[src/rtl/pipe_hazard_ctrl_if.sv]
// Hazard controller bundle: pipeline-side status in, stall/flush/forward controls out.
// master = pipeline side that reports hazards, slave = the hazard controller.
interface pipe_hazard_ctrl_if #(
  parameter int RA_W  = 4,
  parameter int CNT_W = 16
);
  logic [RA_W-1:0]  RA1D, RA2D, RA1E, RA2E, WA3E, WA3M, WA3W;
  logic             RegWriteM, RegWriteW, MemtoRegE, MemWriteM, MemtoRegM;
  logic             PCWrPendingF, BranchTakenE, PCSrcW, mem_ready, cnt_clr;
  logic [1:0]       ForwardAE, ForwardBE;
  logic             StallF, StallD, StallE, StallM, FlushD, FlushE, FlushW;
  logic             mem_req, mem_timeout_err;
  logic [CNT_W-1:0] stall_cnt, flush_cnt;

  modport master (
    output RA1D, RA2D, RA1E, RA2E, WA3E, WA3M, WA3W,
           RegWriteM, RegWriteW, MemtoRegE, MemWriteM, MemtoRegM,
           PCWrPendingF, BranchTakenE, PCSrcW, mem_ready, cnt_clr,
    input  ForwardAE, ForwardBE, StallF, StallD, StallE, StallM,
           FlushD, FlushE, FlushW, mem_req, mem_timeout_err, stall_cnt, flush_cnt
  );

  modport slave (
    input  RA1D, RA2D, RA1E, RA2E, WA3E, WA3M, WA3W,
           RegWriteM, RegWriteW, MemtoRegE, MemWriteM, MemtoRegM,
           PCWrPendingF, BranchTakenE, PCSrcW, mem_ready, cnt_clr,
    output ForwardAE, ForwardBE, StallF, StallD, StallE, StallM,
           FlushD, FlushE, FlushW, mem_req, mem_timeout_err, stall_cnt, flush_cnt
  );
endinterface

[src/rtl/pipe_hazard_ctrl.sv]
// 5-stage pipeline hazard controller: forwarding, load-use/branch stall+flush,
// data-memory wait-state FSM with sticky timeout trap, saturating perf counters.
module pipe_hazard_ctrl #(
  parameter int RA_W        = 4,
  parameter int CNT_W       = 16,
  parameter int MEM_TIMEOUT = 15
) (
  input  logic              clk,
  input  logic              rst,
  pipe_hazard_ctrl_if.slave hz
);
  localparam int WC_W = $clog2(MEM_TIMEOUT + 1);

  typedef enum logic [1:0] {IDLE, WAIT, ERR} state_t;

  state_t           state_q;
  logic [WC_W-1:0]  wait_cnt_q;
  logic             err_q;
  logic [CNT_W-1:0] stall_cnt_q, stall_cnt_d;
  logic [CNT_W-1:0] flush_cnt_q, flush_cnt_d;

  logic [RA_W-1:0]  ra1d, ra2d, wa3e;
  logic             ldr_stall, mem_acc, mem_stall;
  logic             stall_f, stall_d, stall_e, stall_m, flush_d, flush_e, flush_w;

  assign ra1d = hz.RA1D;
  assign ra2d = hz.RA2D;
  assign wa3e = hz.WA3E;

  assign ldr_stall = hz.MemtoRegE & ((ra1d == wa3e) | (ra2d == wa3e));
  assign mem_acc   = hz.MemWriteM | hz.MemtoRegM;
  assign mem_stall = ((state_q == IDLE) & mem_acc & ~hz.mem_ready) |
                     ((state_q == WAIT) & ~hz.mem_ready) |
                     (state_q == ERR);

  // M has the youngest result, so it wins over W.
  always_comb begin
    hz.ForwardAE = 2'b00;
    hz.ForwardBE = 2'b00;
    if (hz.RegWriteM && hz.RA1E == hz.WA3M)      hz.ForwardAE = 2'b10;
    else if (hz.RegWriteW && hz.RA1E == hz.WA3W) hz.ForwardAE = 2'b01;
    if (hz.RegWriteM && hz.RA2E == hz.WA3M)      hz.ForwardBE = 2'b10;
    else if (hz.RegWriteW && hz.RA2E == hz.WA3W) hz.ForwardBE = 2'b01;
  end

  // A memory stall freezes F..M and defers any flush; E re-evaluates after release.
  always_comb begin
    stall_f = ldr_stall | hz.PCWrPendingF;
    stall_d = ldr_stall;
    stall_e = 1'b0;
    stall_m = 1'b0;
    flush_d = hz.PCWrPendingF | hz.PCSrcW | hz.BranchTakenE;
    flush_e = ldr_stall | hz.BranchTakenE;
    flush_w = 1'b0;
    if (mem_stall) begin
      stall_f = 1'b1;
      stall_d = 1'b1;
      stall_e = 1'b1;
      stall_m = 1'b1;
      flush_d = 1'b0;
      flush_e = 1'b0;
      flush_w = 1'b1;
    end
  end

  assign hz.StallF          = stall_f;
  assign hz.StallD          = stall_d;
  assign hz.StallE          = stall_e;
  assign hz.StallM          = stall_m;
  assign hz.FlushD          = flush_d;
  assign hz.FlushE          = flush_e;
  assign hz.FlushW          = flush_w;
  assign hz.mem_req         = mem_acc & (state_q != ERR);
  assign hz.mem_timeout_err = err_q;
  assign hz.stall_cnt       = stall_cnt_q;
  assign hz.flush_cnt       = flush_cnt_q;

  always_ff @(posedge clk or posedge rst) begin
    if (rst) begin
      state_q    <= IDLE;
      wait_cnt_q <= '0;
      err_q      <= 1'b0;
    end else begin
      case (state_q)
        IDLE: if (mem_acc && !hz.mem_ready) begin
          state_q    <= WAIT;
          wait_cnt_q <= WC_W'(1);
        end
        WAIT: if (hz.mem_ready) begin
          state_q <= IDLE;
        end else if (wait_cnt_q == WC_W'(MEM_TIMEOUT)) begin
          state_q <= ERR;
          err_q   <= 1'b1;
        end else begin
          wait_cnt_q <= wait_cnt_q + 1'b1;
        end
        ERR:     state_q <= ERR;
        default: state_q <= IDLE;
      endcase
    end
  end

  always_comb begin
    stall_cnt_d = stall_cnt_q;
    flush_cnt_d = flush_cnt_q;
    if (hz.cnt_clr) begin
      stall_cnt_d = '0;
      flush_cnt_d = '0;
    end else begin
      if (stall_f && !(&stall_cnt_q))             stall_cnt_d = stall_cnt_q + 1'b1;
      if ((flush_d || flush_e) && !(&flush_cnt_q)) flush_cnt_d = flush_cnt_q + 1'b1;
    end
  end

  always_ff @(posedge clk or posedge rst) begin
    if (rst) begin
      stall_cnt_q <= '0;
      flush_cnt_q <= '0;
    end else begin
      stall_cnt_q <= stall_cnt_d;
      flush_cnt_q <= flush_cnt_d;
    end
  end
endmodule

[src/flat_wrapper.sv]
// flat-port wrapper written by rule: the top's interface ports become plain ports
module pipe_hazard_ctrl_flat 
#(
  parameter int RA_W        = 4,
  parameter int CNT_W       = 16,
  parameter int MEM_TIMEOUT = 15
)
  (clk, rst, hz_RA1D, hz_RA2D, hz_RA1E, hz_RA2E, hz_WA3E, hz_WA3M, hz_WA3W, hz_RegWriteM, hz_RegWriteW, hz_MemtoRegE, hz_MemWriteM, hz_MemtoRegM, hz_PCWrPendingF, hz_BranchTakenE, hz_PCSrcW, hz_mem_ready, hz_cnt_clr, hz_ForwardAE, hz_ForwardBE, hz_StallF, hz_StallD, hz_StallE, hz_StallM, hz_FlushD, hz_FlushE, hz_FlushW, hz_mem_req, hz_mem_timeout_err, hz_stall_cnt, hz_flush_cnt);
  pipe_hazard_ctrl_if #(.RA_W(RA_W), .CNT_W(CNT_W)) hz_i ();
  input  logic clk;
  input  logic rst;
  input wire logic [$bits(hz_i.RA1D)-1:0] hz_RA1D;
  input wire logic [$bits(hz_i.RA2D)-1:0] hz_RA2D;
  input wire logic [$bits(hz_i.RA1E)-1:0] hz_RA1E;
  input wire logic [$bits(hz_i.RA2E)-1:0] hz_RA2E;
  input wire logic [$bits(hz_i.WA3E)-1:0] hz_WA3E;
  input wire logic [$bits(hz_i.WA3M)-1:0] hz_WA3M;
  input wire logic [$bits(hz_i.WA3W)-1:0] hz_WA3W;
  input wire logic [$bits(hz_i.RegWriteM)-1:0] hz_RegWriteM;
  input wire logic [$bits(hz_i.RegWriteW)-1:0] hz_RegWriteW;
  input wire logic [$bits(hz_i.MemtoRegE)-1:0] hz_MemtoRegE;
  input wire logic [$bits(hz_i.MemWriteM)-1:0] hz_MemWriteM;
  input wire logic [$bits(hz_i.MemtoRegM)-1:0] hz_MemtoRegM;
  input wire logic [$bits(hz_i.PCWrPendingF)-1:0] hz_PCWrPendingF;
  input wire logic [$bits(hz_i.BranchTakenE)-1:0] hz_BranchTakenE;
  input wire logic [$bits(hz_i.PCSrcW)-1:0] hz_PCSrcW;
  input wire logic [$bits(hz_i.mem_ready)-1:0] hz_mem_ready;
  input wire logic [$bits(hz_i.cnt_clr)-1:0] hz_cnt_clr;
  output wire logic [$bits(hz_i.ForwardAE)-1:0] hz_ForwardAE;
  output wire logic [$bits(hz_i.ForwardBE)-1:0] hz_ForwardBE;
  output wire logic [$bits(hz_i.StallF)-1:0] hz_StallF;
  output wire logic [$bits(hz_i.StallD)-1:0] hz_StallD;
  output wire logic [$bits(hz_i.StallE)-1:0] hz_StallE;
  output wire logic [$bits(hz_i.StallM)-1:0] hz_StallM;
  output wire logic [$bits(hz_i.FlushD)-1:0] hz_FlushD;
  output wire logic [$bits(hz_i.FlushE)-1:0] hz_FlushE;
  output wire logic [$bits(hz_i.FlushW)-1:0] hz_FlushW;
  output wire logic [$bits(hz_i.mem_req)-1:0] hz_mem_req;
  output wire logic [$bits(hz_i.mem_timeout_err)-1:0] hz_mem_timeout_err;
  output wire logic [$bits(hz_i.stall_cnt)-1:0] hz_stall_cnt;
  output wire logic [$bits(hz_i.flush_cnt)-1:0] hz_flush_cnt;
  assign hz_i.RA1D = hz_RA1D;
  assign hz_i.RA2D = hz_RA2D;
  assign hz_i.RA1E = hz_RA1E;
  assign hz_i.RA2E = hz_RA2E;
  assign hz_i.WA3E = hz_WA3E;
  assign hz_i.WA3M = hz_WA3M;
  assign hz_i.WA3W = hz_WA3W;
  assign hz_i.RegWriteM = hz_RegWriteM;
  assign hz_i.RegWriteW = hz_RegWriteW;
  assign hz_i.MemtoRegE = hz_MemtoRegE;
  assign hz_i.MemWriteM = hz_MemWriteM;
  assign hz_i.MemtoRegM = hz_MemtoRegM;
  assign hz_i.PCWrPendingF = hz_PCWrPendingF;
  assign hz_i.BranchTakenE = hz_BranchTakenE;
  assign hz_i.PCSrcW = hz_PCSrcW;
  assign hz_i.mem_ready = hz_mem_ready;
  assign hz_i.cnt_clr = hz_cnt_clr;
  assign hz_ForwardAE = hz_i.ForwardAE;
  assign hz_ForwardBE = hz_i.ForwardBE;
  assign hz_StallF = hz_i.StallF;
  assign hz_StallD = hz_i.StallD;
  assign hz_StallE = hz_i.StallE;
  assign hz_StallM = hz_i.StallM;
  assign hz_FlushD = hz_i.FlushD;
  assign hz_FlushE = hz_i.FlushE;
  assign hz_FlushW = hz_i.FlushW;
  assign hz_mem_req = hz_i.mem_req;
  assign hz_mem_timeout_err = hz_i.mem_timeout_err;
  assign hz_stall_cnt = hz_i.stall_cnt;
  assign hz_flush_cnt = hz_i.flush_cnt;
  pipe_hazard_ctrl #(.RA_W(RA_W), .CNT_W(CNT_W), .MEM_TIMEOUT(MEM_TIMEOUT)) u_core (.clk(clk), .rst(rst), .hz(hz_i));
endmodule
[config.mk]
export PLATFORM = sky130hd
export DESIGN_NAME = pipe_hazard_ctrl_flat
export DESIGN_NICKNAME = d
export VERILOG_FILES = /design/src/rtl/pipe_hazard_ctrl_if.sv /design/src/rtl/pipe_hazard_ctrl.sv /design/src/flat_wrapper.sv
export SDC_FILE = /design/constraint.sdc
export NUM_CORES = 1
export LEC_CHECK = 0
export CELL_PAD_IN_SITES_DETAIL_PLACEMENT = 0
export CELL_PAD_IN_SITES_GLOBAL_PLACEMENT = 2
export CORE_MARGIN = 1.5
export CORE_UTILIZATION = 26
export CTS_CLUSTER_DIAMETER = 150
export DETAILED_ROUTE_END_ITERATION = 10
export HOLD_SLACK_MARGIN = 0.06
export PLACE_DENSITY_LB_ADDON = 0.15
export SLEW_MARGIN = 40
export SYNTH_ARGS = -nofsm -noshare
export SYNTH_HDL_FRONTEND = slang
export SYNTH_SLANG_ARGS = --single-unit
[constraint.sdc]
create_clock -name clk -period 2.7 [get_ports clk]
set_clock_uncertainty 0.2 [all_clocks]
set_input_delay 0.405 -clock clk [delete_from_list [all_inputs] [get_ports clk]]
set_output_delay 0.405 -clock clk [all_outputs]
set_load 0.02 [all_outputs]
# Word-level counts from Yosys, hierarchy flattened
# Cells that the tools add are included.
[classes] n_reduce_logical=20 n_eq_ne=14 order_cmp=0 multipliers=0 div_mod_pow=0 add_sub_neg=3 bitwise=14 muxes=21 shift=0
[op_table] op="$mux 16" n=4
[op_table] op="$add 16x1->16 const B" n=2
[op_table] op="$reduce_and 16->1" n=2
[op_table] op="$eq 4x4->1" n=6
[op_table] op="$mux 4" n=3
[op_table] op="$mux 2" n=5
[op_table] op="$ne 2x2->1 const B" n=4
[op_table] op="$or 1x1->1" n=8
[op_table] op="$pmux 4 s2" n=1
[op_table] op="$logic_and 1x1->1" n=7
[op_table] op="$mux 1" n=7
[op_table] op="$pmux 2 s3" n=1
[op_table] op="$reduce_bool 2->1" n=3
[op_table] op="$and 1x1->1" n=5
[op_table] op="$add 4x1->4 const B" n=1
[op_table] op="$eq 4x4->1 const B" n=1
[op_table] op="$reduce_and 4->1" n=1
[op_table] op="$logic_not 1->1" n=3
[op_table] op="$ne 3x3->1 const B" n=1
[op_table] op="$reduce_and 3->1" n=1
[op_table] op="$eq 2x1->1 const B" n=1
[op_table] op="$eq 2x2->1 const B" n=1
[op_table] op="$logic_not 2->1" n=1
[op_table] op="$reduce_and 2->1" n=1
[op_table] op="other kinds (2)" n=2
[word_totals] latch_bits=0 rom_bits=0 word_cells=77 mem_count=0 output_inout_bits=45 ram_bits=0 reg_bits=39

# Longest topological paths before layout
[depth] word_depth=10 mapped_depth=9

# Worst setup path before layout
# No wires, ideal clock.
[synth_timing] kind="input port to output port" from="input hz_RA2E[0]" to="output hz_ForwardBE[0]" stages=4 path_buffers=0 path_slack_ps=272 t_arrival_ps=1823 path_cell_list="inv_1 > a222oi_1 > nor4b_1 > nor2_1"
[synth_between] elab_chain_cells=4 elab_cells_between_ends=6 classes_between="eq/ne (2); mux (2); reduce/logical (2)"
[synth_rtl] item="start: declaration" line_no="flat_wrapper.sv:15" source="input wire logic [$bits(hz_i.RA2E)-1:0] hz_RA2E;"
[synth_rtl] item="$eq 4x4->1" line_no="pipe_hazard_ctrl.sv:43" source="else if (hz.RegWriteW && hz.RA2E == hz.WA3W) hz.ForwardBE = 2'b01;"
[synth_rtl] item="$logic_and 1x1->1" line_no="pipe_hazard_ctrl.sv:43"
[synth_rtl] item="$mux 1" line_no="pipe_hazard_ctrl.sv:43"
[synth_rtl] item="$mux 2 (*)" line_no="pipe_hazard_ctrl.sv:42" source="if (hz.RegWriteM && hz.RA2E == hz.WA3M) hz.ForwardBE = 2'b10;"
[synth_rtl] item="end: declaration" line_no="flat_wrapper.sv:30" source="output wire logic [$bits(hz_i.ForwardBE)-1:0] hz_ForwardBE;"
# Mark *: on every way between the ends. The rest lies on a longest branch, timed or not.

# Final worst setup path
[layout_timing] from="input hz_MemtoRegM" to="output hz_FlushD"
[layout_between] elab_chain_cells=6
[layout_rtl] item="start: declaration" line_no="flat_wrapper.sv:23" source="input wire logic [$bits(hz_i.MemtoRegM)-1:0] hz_MemtoRegM;"
[layout_rtl] item="$or 1x1->1" line_no="pipe_hazard_ctrl.sv:31" source="assign mem_acc = hz.MemWriteM | hz.MemtoRegM;"
[layout_rtl] item="$and 1x1->1 (2 in series)" line_no="pipe_hazard_ctrl.sv:32" source="assign mem_stall = ((state_q == IDLE) & mem_acc & ~hz.mem_ready) |"
[layout_rtl] item="$or 1x1->1" line_no="pipe_hazard_ctrl.sv:32"
[layout_rtl] item="$or 1x1->1" line_no="pipe_hazard_ctrl.sv:33" source="((state_q == WAIT) & ~hz.mem_ready) |"
[layout_rtl] item="$mux 1" line_no="pipe_hazard_ctrl.sv:55" source="if (mem_stall) begin"
[layout_rtl] item="end: declaration" line_no="flat_wrapper.sv:35" source="output wire logic [$bits(hz_i.FlushD)-1:0] hz_FlushD;"
# No other way between the ends.

==> flow_metrics.py <==
metrics = {
    "final_layout": {
        "multi_input_area_sq_um": 1400,
        "antenna_cells": 0,
        "area_delta_synth_final_pct": 52.2,
        "drive_gt1_frac": 0.165,
        "nFillCells": 916,
        "final_area_sq_um": 3690,
        "final-seq-area_sq_um": 976,
        "nets": 412,
    },
    "global_route": {
        "grt_pass1_wl_mm": 11.1,
        "antenna_found_initial": 0,
        "grt_pass1_vias": 2325,
        "grt_max_degree": 40,
        "grt_remaining_overflow": 0,
        "grt_use_total": 0.139,
    },
    "sta": {
        "worst_slew_margin_rel": 0.642,
        "drv_slew": 0,
        "layout_min_cycle_time_ps": 2620,
        "worst_pin_slew_ps": 537,
        "setup_violations": 0,
        "min_period_over_period": 0.971,
        "fmax_ghz": 0.381,
        "hold_viol_final": 0,
    },
    "run_status": {
        "outcome": "complete, no violations",
    },
    "synth": {
        "yosysTopAreaCell": "dfrtp_1",
        "synth_ff_type": "dfrtp_1",
        "syn_area_sq_um": 2430,
        "yosysUniqueCellTypes": 45,
        "syn_nets": 306,
        "yosysMostFrequentCell": "dfrtp_1",
        "avgSynthCellArea_sq_um": 9.22,
        "synth-seq-cells": 39,
        "yosys_warnings": 0,
        "yosysTopAreaCellShare": 0.402,
        "synth_area_leaders": "dfrtp_1 (40%), xor2_1 (7.2%), a21oi_1 (3.7%)",
        "syn_inst": 263,
        "synth_edf_count": 0,
        "async_reset_ff_frac": 1.00,
        "synth-seq-area-share": 0.402,
        "synth_common_cells": "dfrtp_1 (39), nor2_1 (21), xor2_1 (20)",
    },
    "setup_path": {
        "crit_type": "in -> out",
        "r2r_slack_ps": 420,
        "critical_path_required_ps": 2100,
        "worstPathMaxFanout": 6,
        "r2r-start": "u_core.hz.flush_cnt[8]$_DFFE_PP0P_",
        "arrival_ps": 2020,
        "r2r_end": "u_core.hz.flush_cnt[15]$_DFFE_PP0P_",
        "ff2ff_path_depth": 6,
        "end_kind": "output pin",
        "start_kind": "input pin",
    },
    "power": {
        "p_leak_nw": 1.55,
        "powerDensity_nw_per_um2": 393,
        "total_power_mw": 1.45,
        "ir_drop_v": 0.000225,
    },
    "clock_network": {
        "insertion_delay_ps": 300,
        "cts_setup_buffers": 0,
        "h-tree-depth": 2,
        "cts_tree": "done",
        "cts_made_buffers": 5,
        "ctsHoldBuffers": 0,
        "root_buffer": "clkbuf_8",
        "cts_num_sinks": 39,
        "cts_max_path_buffers": 2,
        "clk_pin_slew_ps": 70,
    },
    "floorplanning": {
        "die_w_um": 99.6,
        "dieArea_sq_um": 9920,
        "core_sq_um": 9150,
        "rows": 35,
        "io-pin-count": 85,
        "chipHeight_um": 99.6,
        "initial_core_util": 0.265,
    },
    "place": {
        "place_congestion": 0.741,
        "numPortBuffers": 84,
        "placed_area_sq_um": 3530,
        "post-dp-hpwl_mm": 4.96,
    },
    "detailed_routing": {
        "ant_nets": 0,
        "drt_drc_violations_left": 0,
        "dr.pass1.iters": 4,
        "vias": 2361,
        "routedWlPerCell_um": 14.2,
        "drt_iter0_drc": 74,
        "via_per_inst": 4.91,
        "wirelength_mm": 6.83,
    },
    "worst_hold_path": {
        "hold_depth": 1,
        "holdPathEnd": "u_core.hz.mem_timeout_err$_DFFE_PP0P_",
        "hp-start": "u_core.hz.mem_timeout_err$_DFFE_PP0P_",
        "min_path_type": "reg -> reg",
    },
    "run": {
        "cap_violations": 0,
    },
}
## worst max-delay path by stage
stage | endpoint | slack [ps] | from | cells past startpoint
after floorplan | hz_ForwardBE[0] | 270 | hz_RA2E[0] | 4
after global placement | u_core.hz.stall_cnt[14]$_DFFE_PP0P_ | -290 | hz_WA3E[2] | 8
after detailed placement | u_core.hz.stall_cnt[14]$_DFFE_PP0P_ | -340 | hz_WA3E[2] | 8
after CTS | hz_FlushW | 10 | hz_MemWriteM | 6
after global routing | hz_FlushE | -3 | hz_WA3E[1] | 6
final | hz_FlushD | 80 | hz_MemtoRegM | 6
## placed cells by master, fill, tap and decap left out, drive strengths merged, types with 6 or more instances in the layout
cell / instances
xor2: 20
buf: 25
nand3: 17
nor3: 6
nand2: 10
o31ai: 9
or4: 8
nor2: 22
clkbuf: 6
clkdlybuf4s50: 74
and3: 9
inv: 11
a211oi: 6
xnor2: 10
dfrtp: 39
a21oi: 19
o21ai: 13
## through the flow
stage | setup TNS [ps] | utilization | hold WS, ps | setup WS, ps | std cells
final | 0 | 0.403 | 286 | 77.1 | 481
after global routing | -2.76 | 0.403 | 308 | -2.76 | 481
after detailed placement | -5840 | 0.386 | 268 | -342 | 472
after CTS | 0 | 0.400 | 290 | 14.6 | 480
after global placement | -5150 | 0.386 | 267 | -285 | 472
after floorplan | 0 | - | 275 | 272 | 263
## timing repair
item / in CTS / in global routing
hold endpoints to repair: 0 / 0
pin swaps: 1 / 5
resized for setup: 12 / 10
setup endpoints to repair: 9 / 15
cloned: 0 / 1
## power breakdown
group          internal, mW  switching, mW  total (mW)
combinational         0.160          0.155       0.315
clock                 0.276          0.225       0.501
sequential            0.609         0.0280       0.637
total                  1.04          0.409        1.45
## sequential cells by signal, summed over array words and instances (netlist names)
register,cells
u_core.hz.flush_cnt,16
u_core.hz.stall_cnt,16
u_core.wait_cnt_q,4
u_core.state_q,2
u_core.hz.mem_timeout_err,1
## layout make-up
type	instances	area share
inverter	11	0.0112
clock buffer	5	0.0186
tap	111	0.0376
sequential	39	0.264
clock inverter	3	0.0119
timing repair buffer	109	0.278
multi-input combinational	203	0.379
## logic make-up (layout without fill, tap and decap cells)
logic type               count (synthesis)  after routing  share of synthesized area
AND/OR/NAND/NOR                        102            102                      0.230
AO/OA/AOI/OAI                           60             61                      0.169
flip-flops                              39             39                      0.402
XOR/XNOR                                30             30                      0.108
buffers and inverters                   22            128                     0.0438
multiplexers                             7              7                     0.0315
adder cells (fa/ha/maj)                  3              3                     0.0155
## critical path, cell delays in order
cell and delay, ps:
clkdlybuf4s50_1 450, nor3_2 220, o31ai_2 70, buf_4 170, nor2_1 90, clkdlybuf4s50_1 610
## metal layers
metal | global-route usage | part of all wire | up-vias
met1 | 0.182 | 0.47 | 1115
met3 | 0.0274 | 0.048 | 5
met2 | 0.236 | 0.48 | 69
li1 | - | - | 1172
met4 | 0.0336 | 0.0072 | 0
met5 | 0 | 0 | -
No activity file was read; power rests on OpenSTA's default activity.
